==> src/rtl/hash_table_pkg.sv <==
`timescale 1ns/1ps
// Shared definitions for the hash_table front-end sequencer: op encodings,
// sequencer state type and the default-width request record.
package hash_table_pkg;

    localparam logic [1:0] OP_INSERT  = 2'b00;
    localparam logic [1:0] OP_DELETE  = 2'b01;
    localparam logic [1:0] OP_SEARCH  = 2'b10;
    localparam logic [1:0] OP_ILLEGAL = 2'b11;

    typedef enum logic [1:0] {
        IDLE  = 2'd0,
        ISSUE = 2'd1,
        RESP  = 2'd2
    } seq_state_t;

    localparam int DEF_KEY_WIDTH   = 32;
    localparam int DEF_VALUE_WIDTH = 32;
    localparam int DEF_TAG_WIDTH   = 4;

    // Request record at the default widths; the sequencer declares the same
    // field order locally so it can follow its own width parameters.
    typedef struct packed {
        logic [1:0]                 op;
        logic [DEF_KEY_WIDTH-1:0]   key;
        logic [DEF_VALUE_WIDTH-1:0] value;
        logic [DEF_TAG_WIDTH-1:0]   tag;
    } ht_req_t;

endpackage

==> src/rtl/hash_req_fifo.sv <==
`timescale 1ns/1ps
// Small synchronous request FIFO. Pointers carry one extra wrap bit so
// full/empty come from comparing the MSBs; flags are derived from the
// registered pointers, so a pop only frees a slot on the following cycle.
module hash_req_fifo #(
    parameter int WIDTH = 8,
    parameter int DEPTH = 4
) (
    input  logic             clk,
    input  logic             rst_n,
    input  logic             push,
    input  logic [WIDTH-1:0] wr_data,
    input  logic             pop,
    output logic [WIDTH-1:0] rd_data,
    output logic             full,
    output logic             empty
);

    localparam int AW = $clog2(DEPTH);

    logic [AW:0]      wr_ptr;
    logic [AW:0]      rd_ptr;
    logic [WIDTH-1:0] mem [DEPTH];
    logic             do_push;
    logic             do_pop;

    assign do_push = push && !full;
    assign do_pop  = pop && !empty;

    // Pointer update; both wrap naturally through the extra MSB.
    always_ff @(posedge clk or negedge rst_n) begin
        if (!rst_n) begin
            wr_ptr <= '0;
            rd_ptr <= '0;
        end else begin
            if (do_push) wr_ptr <= wr_ptr + 1'b1;
            if (do_pop)  rd_ptr <= rd_ptr + 1'b1;
        end
    end

    // Storage array; contents are don't-care until written.
    always_ff @(posedge clk) begin
        if (do_push) mem[wr_ptr[AW-1:0]] <= wr_data;
    end

    assign rd_data = mem[rd_ptr[AW-1:0]];
    assign empty   = (wr_ptr == rd_ptr);
    assign full    = (wr_ptr[AW] != rd_ptr[AW]) && (wr_ptr[AW-1:0] == rd_ptr[AW-1:0]);

endmodule

==> src/rtl/hash_table_req_sequencer.sv <==
`timescale 1ns/1ps
// Front-end for hash_table: buffers tagged requests, issues them one at a
// time over op_en/op_done, and returns tagged responses with error and
// timeout status.
//
// Handshakes: a request transfers on a rising edge where req_valid and
// req_ready are both high; a response transfers on a rising edge where
// resp_valid and resp_ready are both high. While resp_valid is high the
// resp_* fields do not change. Toward hash_table, ht_op_en and the ht_*
// operands stay constant from issue until ht_op_done is sampled high (or the
// timeout fires), and ht_op_en drops on that same edge.
module hash_table_req_sequencer
    import hash_table_pkg::*;
#(
    parameter int KEY_WIDTH      = 32,
    parameter int VALUE_WIDTH    = 32,
    parameter int TAG_WIDTH      = 4,
    parameter int FIFO_DEPTH     = 4,
    parameter int TIMEOUT_CYCLES = 64
) (
    input  logic                   clk,
    input  logic                   rst_n,
    input  logic                   req_valid,
    output logic                   req_ready,
    input  logic [1:0]             req_op,
    input  logic [KEY_WIDTH-1:0]   req_key,
    input  logic [VALUE_WIDTH-1:0] req_value,
    input  logic [TAG_WIDTH-1:0]   req_tag,
    output logic                   resp_valid,
    input  logic                   resp_ready,
    output logic [1:0]             resp_op,
    output logic [TAG_WIDTH-1:0]   resp_tag,
    output logic [VALUE_WIDTH-1:0] resp_value,
    output logic                   resp_error,
    output logic                   resp_timeout,
    output logic                   ht_op_en,
    output logic [1:0]             ht_op_sel,
    output logic [KEY_WIDTH-1:0]   ht_key_in,
    output logic [VALUE_WIDTH-1:0] ht_value_in,
    input  logic [VALUE_WIDTH-1:0] ht_value_out,
    input  logic                   ht_op_done,
    input  logic                   ht_op_error,
    output logic                   busy,
    output logic [1:0]             dbg_state
);

    localparam int CNT_W = $clog2(TIMEOUT_CYCLES + 1);

    typedef struct packed {
        logic [1:0]             op;
        logic [KEY_WIDTH-1:0]   key;
        logic [VALUE_WIDTH-1:0] value;
        logic [TAG_WIDTH-1:0]   tag;
    } req_entry_t;

    localparam int ENTRY_W = $bits(req_entry_t);

    seq_state_t         state, state_nxt;
    req_entry_t         wr_entry, head;
    logic [ENTRY_W-1:0] fifo_rd_data;
    logic               fifo_full, fifo_empty, fifo_push, fifo_pop;
    logic [CNT_W-1:0]   timeout_cnt;
    logic               start_issue, start_illegal, finish_done, finish_timeout;
    logic               timeout_hit;

    assign wr_entry  = '{op: req_op, key: req_key, value: req_value, tag: req_tag};
    assign head      = req_entry_t'(fifo_rd_data);
    assign req_ready = !fifo_full;
    assign fifo_push = req_valid && req_ready;

    hash_req_fifo #(
        .WIDTH (ENTRY_W),
        .DEPTH (FIFO_DEPTH)
    ) u_fifo (
        .clk     (clk),
        .rst_n   (rst_n),
        .push    (fifo_push),
        .wr_data (wr_entry),
        .pop     (fifo_pop),
        .rd_data (fifo_rd_data),
        .full    (fifo_full),
        .empty   (fifo_empty)
    );

    assign timeout_hit = (timeout_cnt == CNT_W'(TIMEOUT_CYCLES));

    // Sequencer state register.
    always_ff @(posedge clk or negedge rst_n) begin
        if (!rst_n) state <= IDLE;
        else        state <= state_nxt;
    end

    // Next-state and per-cycle control strobes; the head entry stays in the
    // FIFO while it is in flight and is popped when its response is formed.
    always_comb begin
        state_nxt      = state;
        fifo_pop       = 1'b0;
        start_issue    = 1'b0;
        start_illegal  = 1'b0;
        finish_done    = 1'b0;
        finish_timeout = 1'b0;
        case (state)
            IDLE: begin
                if (!fifo_empty) begin
                    if (head.op == OP_ILLEGAL) begin
                        fifo_pop      = 1'b1;
                        start_illegal = 1'b1;
                        state_nxt     = RESP;
                    end else begin
                        start_issue = 1'b1;
                        state_nxt   = ISSUE;
                    end
                end
            end
            ISSUE: begin
                if (ht_op_done) begin
                    fifo_pop    = 1'b1;
                    finish_done = 1'b1;
                    state_nxt   = RESP;
                end else if (timeout_hit) begin
                    fifo_pop       = 1'b1;
                    finish_timeout = 1'b1;
                    state_nxt      = RESP;
                end
            end
            RESP: begin
                if (resp_ready) state_nxt = IDLE;
            end
            default: state_nxt = IDLE;
        endcase
    end

    // hash_table drive registers and the ISSUE cycle counter (1 on the first
    // ISSUE cycle, cleared on exit, bounded by TIMEOUT_CYCLES).
    always_ff @(posedge clk or negedge rst_n) begin
        if (!rst_n) begin
            ht_op_en    <= 1'b0;
            ht_op_sel   <= 2'b00;
            ht_key_in   <= '0;
            ht_value_in <= '0;
            timeout_cnt <= '0;
        end else if (start_issue) begin
            ht_op_en    <= 1'b1;
            ht_op_sel   <= head.op;
            ht_key_in   <= head.key;
            ht_value_in <= head.value;
            timeout_cnt <= CNT_W'(1);
        end else if (finish_done || finish_timeout) begin
            ht_op_en    <= 1'b0;
            timeout_cnt <= '0;
        end else if (state == ISSUE) begin
            timeout_cnt <= timeout_cnt + CNT_W'(1);
        end
    end

    // Response holding register, loaded once per request.
    always_ff @(posedge clk or negedge rst_n) begin
        if (!rst_n) begin
            resp_op      <= 2'b00;
            resp_tag     <= '0;
            resp_value   <= '0;
            resp_error   <= 1'b0;
            resp_timeout <= 1'b0;
        end else if (start_illegal) begin
            resp_op      <= head.op;
            resp_tag     <= head.tag;
            resp_value   <= '0;
            resp_error   <= 1'b1;
            resp_timeout <= 1'b0;
        end else if (finish_done) begin
            resp_op      <= ht_op_sel;
            resp_tag     <= head.tag;
            resp_value   <= (ht_op_sel == OP_SEARCH) ? ht_value_out : '0;
            resp_error   <= ht_op_error;
            resp_timeout <= 1'b0;
        end else if (finish_timeout) begin
            resp_op      <= ht_op_sel;
            resp_tag     <= head.tag;
            resp_value   <= '0;
            resp_error   <= 1'b1;
            resp_timeout <= 1'b1;
        end
    end

    assign resp_valid = (state == RESP);
    assign busy       = !fifo_empty || (state != IDLE);
    assign dbg_state  = state;

endmodule

==> config.mk <==
export PLATFORM = sky130hd
export DESIGN_NAME = hash_table_req_sequencer
export DESIGN_NICKNAME = d
export VERILOG_FILES = /design/src/rtl/hash_table_pkg.sv /design/src/rtl/hash_req_fifo.sv /design/src/rtl/hash_table_req_sequencer.sv
export SDC_FILE = /design/constraint.sdc
export NUM_CORES = 1
export LEC_CHECK = 0
export CAP_MARGIN = 20
export CORE_ASPECT_RATIO = 1.4
export CORE_MARGIN = 1
export CORE_UTILIZATION = 44
export DETAILED_ROUTE_END_ITERATION = 10
export DONT_BUFFER_PORTS = 1
export PLACE_DENSITY_LB_ADDON = 0.2
export SYNTH_ARGS = -nofsm -noshare
export SYNTH_HDL_FRONTEND = slang
export SYNTH_SLANG_ARGS = --single-unit
==> constraint.sdc <==
create_clock -name clk -period 5.6 [get_ports clk]
set_input_delay 0 -clock clk [delete_from_list [all_inputs] [get_ports clk]]
set_output_delay 0 -clock clk [all_outputs]
set_load 0.1 [all_outputs]
**Word level (Yosys, flattened, before mapping)**

Memories as Yosys holds them, arrays and structs flattened.
Cells that the tools add are included.

- Register bits: 122
- Memory bits (writable): 280
- Output and inout bits: 112
- Logic and storage cells: 83
- Memories kept: 1

- $add $sub $neg: 3
- Equality and inequality tests: 11
- Muxes and demuxes: 41
- Reduce and logical (&&, ||, !) cells: 14

Memories:

| name | depth | bits a word | read ports | clocked after memory_dff | write ports | RTL line | RTL |
|---|---|---|---|---|---|---|---|
| u_fifo.mem | 4 | 70 | 1 | 0 | 1 | hash_req_fifo.sv:23 | `logic [WIDTH-1:0] mem [DEPTH];` |

Operators with widths:

| operator | count |
|---|---|
| $mux W32 | 4 |
| $mux W1 | 21 |
| $mux W7 | 3 |
| $mux W2 | 8 |
| $mux W4 | 3 |
| $add A7 B1 Y7 const B | 1 |
| $eq A7 B7 Y1 const B | 1 |
| $add A3 B1 Y3 const B | 2 |
| $eq A2 B2 Y1 const B | 3 |
| $pmux W2 S3 | 1 |
| $reduce_bool A3 Y1 | 2 |
| $logic_and A1 B1 Y1 | 4 |
| $reduce_bool A2 Y1 | 2 |
| $eq A3 B3 Y1 | 1 |
| $ne A3 B3 Y1 const B | 1 |
| $reduce_and A3 Y1 | 1 |
| $eq A2 B1 Y1 const B | 1 |
| $eq A2 B2 Y1 | 1 |
| $logic_not A1 Y1 | 2 |
| $logic_not A2 Y1 | 1 |
| $logic_or A1 B1 Y1 | 2 |
| $ne A2 B1 Y1 const B | 1 |
| $ne A2 B2 Y1 const B | 1 |
| $pmux W1 S2 | 1 |
| $ne A1 B1 Y1 | 1 |

**Longest topological paths before layout**

- Word-level depth: 7
- Mapped depth: 8
- Mapped depth without buffers: 6

**Hierarchy**

From an unflattened synthesis, not the netlist that was laid out.

- Cells, all modules: 712
- Area, all modules: 15109.5 sq um

By module, submodules not included:

| module | times used | cells each | area an instance (sq um) | sequential area each (sq um) |
|---|---|---|---|---|
| hash_req_fifo | 1 | 417 | 10592.7 | 8558.2 |
| hash_table_req_sequencer | 1 | 295 | 4516.8 | 2902.8 |

**Worst setup path before layout**

OpenSTA, ideal clock, no wires.

- Path type: reg2reg
- Start: register u_fifo.rd_ptr[1]
- End: memory u_fifo.mem[3][0] in the netlist's numbering (enable)
- Setup time: 0.437 ns
- Arrival time: 2.727 ns
- Setup slack: 2.436 ns
- Cell stages (with the launch flop): 5
- Clock period less this slack: 3.164 ns
- Cell sequence: dfrtp_1 buf_2 xor2_1 o31a_1 and2_1

- Word-level cells in the longest chain between the ends: 7

Ends and longest elaborated chain:

| what | RTL line | RTL |
|---|---|---|
| start: declaration | hash_req_fifo.sv:22 | `logic [AW:0] rd_ptr;` |
| start signal: assignment | hash_req_fifo.sv:37 | `if (do_pop) rd_ptr <= rd_ptr + 1'b1;` |
| $eq A2 B2 Y1 * | hash_req_fifo.sv:48 | `assign full = (wr_ptr[AW] != rd_ptr[AW]) && (wr_ptr[AW-1:0] == rd_ptr[AW-1:0]);` |
| $logic_and A1 B1 Y1 * | hash_req_fifo.sv:48 |  |
| $logic_not A1 Y1 * | hash_req_fifo.sv:27, hash_table_req_sequencer.sv:68 |  |
| $logic_and A1 B1 Y1 | hash_table_req_sequencer.sv:69 | `assign fifo_push = req_valid && req_ready;` |
| $logic_and A1 B1 Y1 * | hash_req_fifo.sv:27 | `assign do_push = push && !full;` |
| $mux W1 * | hash_req_fifo.sv:43 | `if (do_push) mem[wr_ptr[AW-1:0]] <= wr_data;` |
| $mux W1 (not written as such) * | hash_req_fifo.sv:43 |  |
| end: declaration | hash_req_fifo.sv:23 |  |

Mark *: on every way between the ends. The rest lies on a longest branch, timed or not.

**Final worst setup path**

- Start: register u_fifo.rd_ptr[1]
- End: output busy

- Word-level cells in the longest chain between the ends: 3

Ends and longest elaborated chain:

| what | RTL line | RTL |
|---|---|---|
| $eq A3 B3 Y1 | hash_req_fifo.sv:47 | `assign empty = (wr_ptr == rd_ptr);` |
| $logic_not A1 Y1 | hash_table_req_sequencer.sv:186 | `assign busy = !fifo_empty \|\| (state != IDLE);` |
| $logic_or A1 B1 Y1 | hash_table_req_sequencer.sv:186 |  |
| end: declaration | hash_table_req_sequencer.sv:43 | `output logic busy,` |

No other way between the ends.

==> metrics.log <==
INFO  metric grt_start_max_net_pins = about 120
INFO  metric syn_to_final_growth = 20.3%
INFO  metric worstReg2RegStart = u_fifo.rd_ptr[1]
INFO  metric timing.critical_path.slowest_cell_delay = 0.88 ns
INFO  metric layout.nets = between 900 and 1000
INFO  metric grt-ovfl-total = 0
INFO  metric drt_iter0_drc = 456
INFO  metric wire_length_of_the_first_global_routing_pass = 43000 µm
INFO  metric final_core_util = 54.0%
INFO  metric mappedNetlistArea = roughly 15000 µm²
INFO  metric netlist_instances = slightly above 700
INFO  metric pin_count = 220
INFO  metric synth_sequential_area_ratio = 76.7%
INFO  metric totalWireLength = 28600 µm
INFO  metric grt_antenna_before_repair = 1
INFO  metric layout_worst_path_cycle_share = 61.1%
INFO  metric grt.met3_usage = 4.09%
INFO  metric r2r_setup_slack = 2.19 ns
INFO  metric detail_route.vias_per_cell = ~5.4
INFO  metric clock_tree_from_tritoncts = done
INFO  metric cts_htree_levels = 2
INFO  metric post-dp-hpwl = approximately 16000 µm
INFO  metric busiest_layer = met2
INFO  metric synth_top_cell_area_share = 56.2%
INFO  metric first_global_vias = 7772
INFO  metric postSynthAreaPerCell = 21.1 µm²
INFO  metric gp_routability_congestion = 0.750
INFO  metric path_delay_family = simple AND/OR/NAND/NOR gates
INFO  metric netlist-cell-type-count = 47
INFO  metric final-instance-count-excl-fill = 1313
INFO  metric numPortBuffers = 0
INFO  metric postSynthRegisterBits = 402
INFO  metric worst_ep_arrival_time = 3.42 ns
INFO  metric clockBufferDepth = 3
INFO  metric dieWidth = 158 µm
INFO  metric via_count = roughly 7000
INFO  metric synth_warnings = 0
INFO  metric cp_num_buf_inv = 1
INFO  metric synth_ff_type = sky130_fd_sc_hd__edfxtp_1
INFO  metric setup.worst_path.class = flop to output pin
INFO  metric die-area = 34700 µm²
INFO  metric clock_tree.root_cell = sky130_fd_sc_hd__clkbuf_16
INFO  metric critical_path_required = 5.60 ns
INFO  metric gr-usage-met1 = 19.2%
INFO  metric setup_total_negative_slack = 0 ns
INFO  metric layout_cell_share_with_drive_strength_beyond_1 = 20.9%
INFO  metric postSynth.asyncResetShare = between 30 and 40%
INFO  metric global_route.usage.total = 16.7%
INFO  metric slew_viol_final = 0
INFO  metric timing.critical_path.slowest_stage_cell = sky130_fd_sc_hd__dfrtp_4
INFO  metric end_kind = output pin
INFO  metric cts.sinks = 402
INFO  metric timing_hold_violations_final = 0
INFO  metric fin_worst_hold_slack = roughly 0.15 ns
INFO  metric post_synth_most_frequent_cells = sky130_fd_sc_hd__edfxtp_1 (280), sky130_fd_sc_hd__dfrtp_1 (122), sky130_fd_sc_hd__mux4_2 (70)
INFO  metric drc_errors = 0
INFO  metric cp_cell_sequence = buf_4 -> xor2_1 -> nor3_2 -> nand2_1
INFO  metric clock_skew = around 0.022 ns
INFO  metric grt_setup_unrepaired = false
INFO  metric critical_path.reg2reg.endpoint = ht_key_in[16]
INFO  metric timing.hold.worst.class = input pin to async pin
INFO  metric run_status = finished clean
INFO  metric cp-start-kind = flop
INFO  metric core_region_area = approximately 33000 µm²
INFO  metric initial_utilization = 44.9%
INFO  metric number_of_enable_type_register_cells_in_the_synthesized_netlist = 280
INFO  metric routedWlPerCell = 21.8 µm
INFO  metric reg2regPathDepth = 6
INFO  metric reported_max_cap_violation_count = 0
INFO  metric syn-num-nets = 823
INFO  metric number_of_placed_instances_with_taps_included = 1126
INFO  metric cts_repair_resize_count = 0
INFO  metric tritoncts.num_buffers = 39
INFO  metric chipHeight = around 220 µm
INFO  metric final-setup-viol-count = 0
INFO  metric path_clk_slew = 0.06 ns
INFO  metric detail_route.first_pass.iterations = 5
INFO  metric clk_latency = 0.54 ns
INFO  metric grtUsageMet2 = about 30%
INFO  metric max_slew.worst_pin.slew = 1.11 ns
INFO  metric final_antenna_net_count = 0
INFO  metric critPathMaxFanout = 46
INFO  metric synth_area_leader_cell = sky130_fd_sc_hd__edfxtp_1
INFO  metric maxSlewHeadroom = 26.3%
INFO  metric synth_area_leaders = sky130_fd_sc_hd__edfxtp_1 (56%), sky130_fd_sc_hd__dfrtp_1 (20%), sky130_fd_sc_hd__mux4_2 (11%)
INFO  metric fmax = around 300 MHz
INFO  metric yosysMostFrequentCell = sky130_fd_sc_hd__edfxtp_1
INFO  metric floorplan.rows = 79
INFO  metric final.min_clock_period = 3.42 ns
metrics by stage:
stage / cell area (µm²) / worst slack [ns]
floorplan: 15000 / 2.44
global placement: 15400 / 2.21
detailed placement: 15400 / 2.15
CTS: 17900 / 2.11
global route: 18000 / 1.96
finish: 18000 / 2.18
kinds of logic (layout without fill, tap and decap cells):
| kind of cell | Yosys count | after routing | share of synthesized area (%) |
|---|---|---|---|
| DFF | 402 | 402 | 76.7 |
| muxes | 140 | 140 | 15.8 |
| AOI/OAI and AO/OA | 57 | 57 | 3.04 |
| and+or+nand+nor | 52 | 52 | 1.90 |
| buffers and inverters | 38 | 197 | 1.32 |
| xor gates and xnor gates | 12 | 12 | 0.703 |
| adders and majority gates | 7 | 7 | 0.586 |
| other | 0 | 1 | 0 |
metal layers:
layer	wire, µm	vias to the layer above
met4	614	0
met5	0	-
li1	-	3109
met3	1840	50
met1	11100	3746
met2	15100	222
layout make-up:
class | instances | area, µm²
clock buffer | 53 | 1140
timing repair buffer | 119 | 1280
clock inverter | 19 | 204
antenna | 1 | 2.50
inverter | 6 | 22.5
fill | 2561 | 15300
sequential | 402 | 11500
tap | 445 | 557
multi-input combinational | 268 | 3310
layout by cell type, fill, tap and decap left out, types with 3 or more instances in the layout:
cell type | netlist | layout
sky130_fd_sc_hd__clkbuf_16 | 0 | 41
sky130_fd_sc_hd__bufinv_16 | 0 | 3
sky130_fd_sc_hd__ha_1 | 7 | 7
sky130_fd_sc_hd__dlygate4sd3_1 | 0 | 108
sky130_fd_sc_hd__dfrtp_1 | 122 | 120
sky130_fd_sc_hd__a22o_1 | 32 | 32
sky130_fd_sc_hd__mux4_2 | 70 | 70
sky130_fd_sc_hd__nor3_1 | 6 | 6
sky130_fd_sc_hd__nand2_1 | 18 | 18
sky130_fd_sc_hd__inv_6 | 0 | 3
sky130_fd_sc_hd__o211ai_1 | 3 | 3
sky130_fd_sc_hd__xnor2_1 | 6 | 6
sky130_fd_sc_hd__buf_16 | 0 | 5
sky130_fd_sc_hd__clkbuf_1 | 18 | 5
sky130_fd_sc_hd__inv_1 | 6 | 6
sky130_fd_sc_hd__mux2_2 | 22 | 22
sky130_fd_sc_hd__nor2_1 | 3 | 3
sky130_fd_sc_hd__edfxtp_1 | 280 | 280
sky130_fd_sc_hd__clkinvlp_4 | 0 | 5
sky130_fd_sc_hd__nand3_1 | 3 | 3
sky130_fd_sc_hd__clkinv_2 | 0 | 6
sky130_fd_sc_hd__buf_4 | 1 | 5
sky130_fd_sc_hd__xor2_1 | 6 | 6
sky130_fd_sc_hd__mux2_1 | 46 | 46
sky130_fd_sc_hd__o21ai_0 | 5 | 5
sky130_fd_sc_hd__and2_4 | 0 | 4
sky130_fd_sc_hd__clkbuf_8 | 0 | 7
worst max-delay path by stage:
stage                startpoint           endpoint  slack (ns)  cells past startpoint
2_1_floorplan  u_fifo.rd_ptr[1]   u_fifo.mem[3][0]        2.44                      4
3_3_place_gp   u_fifo.rd_ptr[1]  u_fifo.mem[3][38]        2.21                      4
3_5_place_dp   u_fifo.rd_ptr[1]     ht_value_in[9]        2.15                      6
4_1_cts        u_fifo.rd_ptr[1]               busy        2.11                      4
5_1_grt        u_fifo.rd_ptr[1]     ht_value_in[0]        1.96                      6
6_report       u_fifo.rd_ptr[1]               busy        2.18                      4
state kept, by name (all words and copies together), names as in the netlist:
name,cells
u_fifo.rd_ptr,3
dbg_state,2
resp_tag,4
resp_timeout,1
u_fifo.wr_ptr,3
ht_key_in,32
ht_op_sel,2
timeout_cnt,7
ht_op_en,1
resp_error,1
resp_op,2
u_fifo.mem,280
resp_value,32
ht_value_in,32
repair_timing:
item	in CTS	in global routing
hold buffers	109	0
setup buffers	0	0
endpoints found under the setup margin	0	0
hold endpoints to repair	442	0
Power is left out: the tool's default activity adds up to more than one toggle a clock period on the data nets, which glitch-free logic cannot reach.
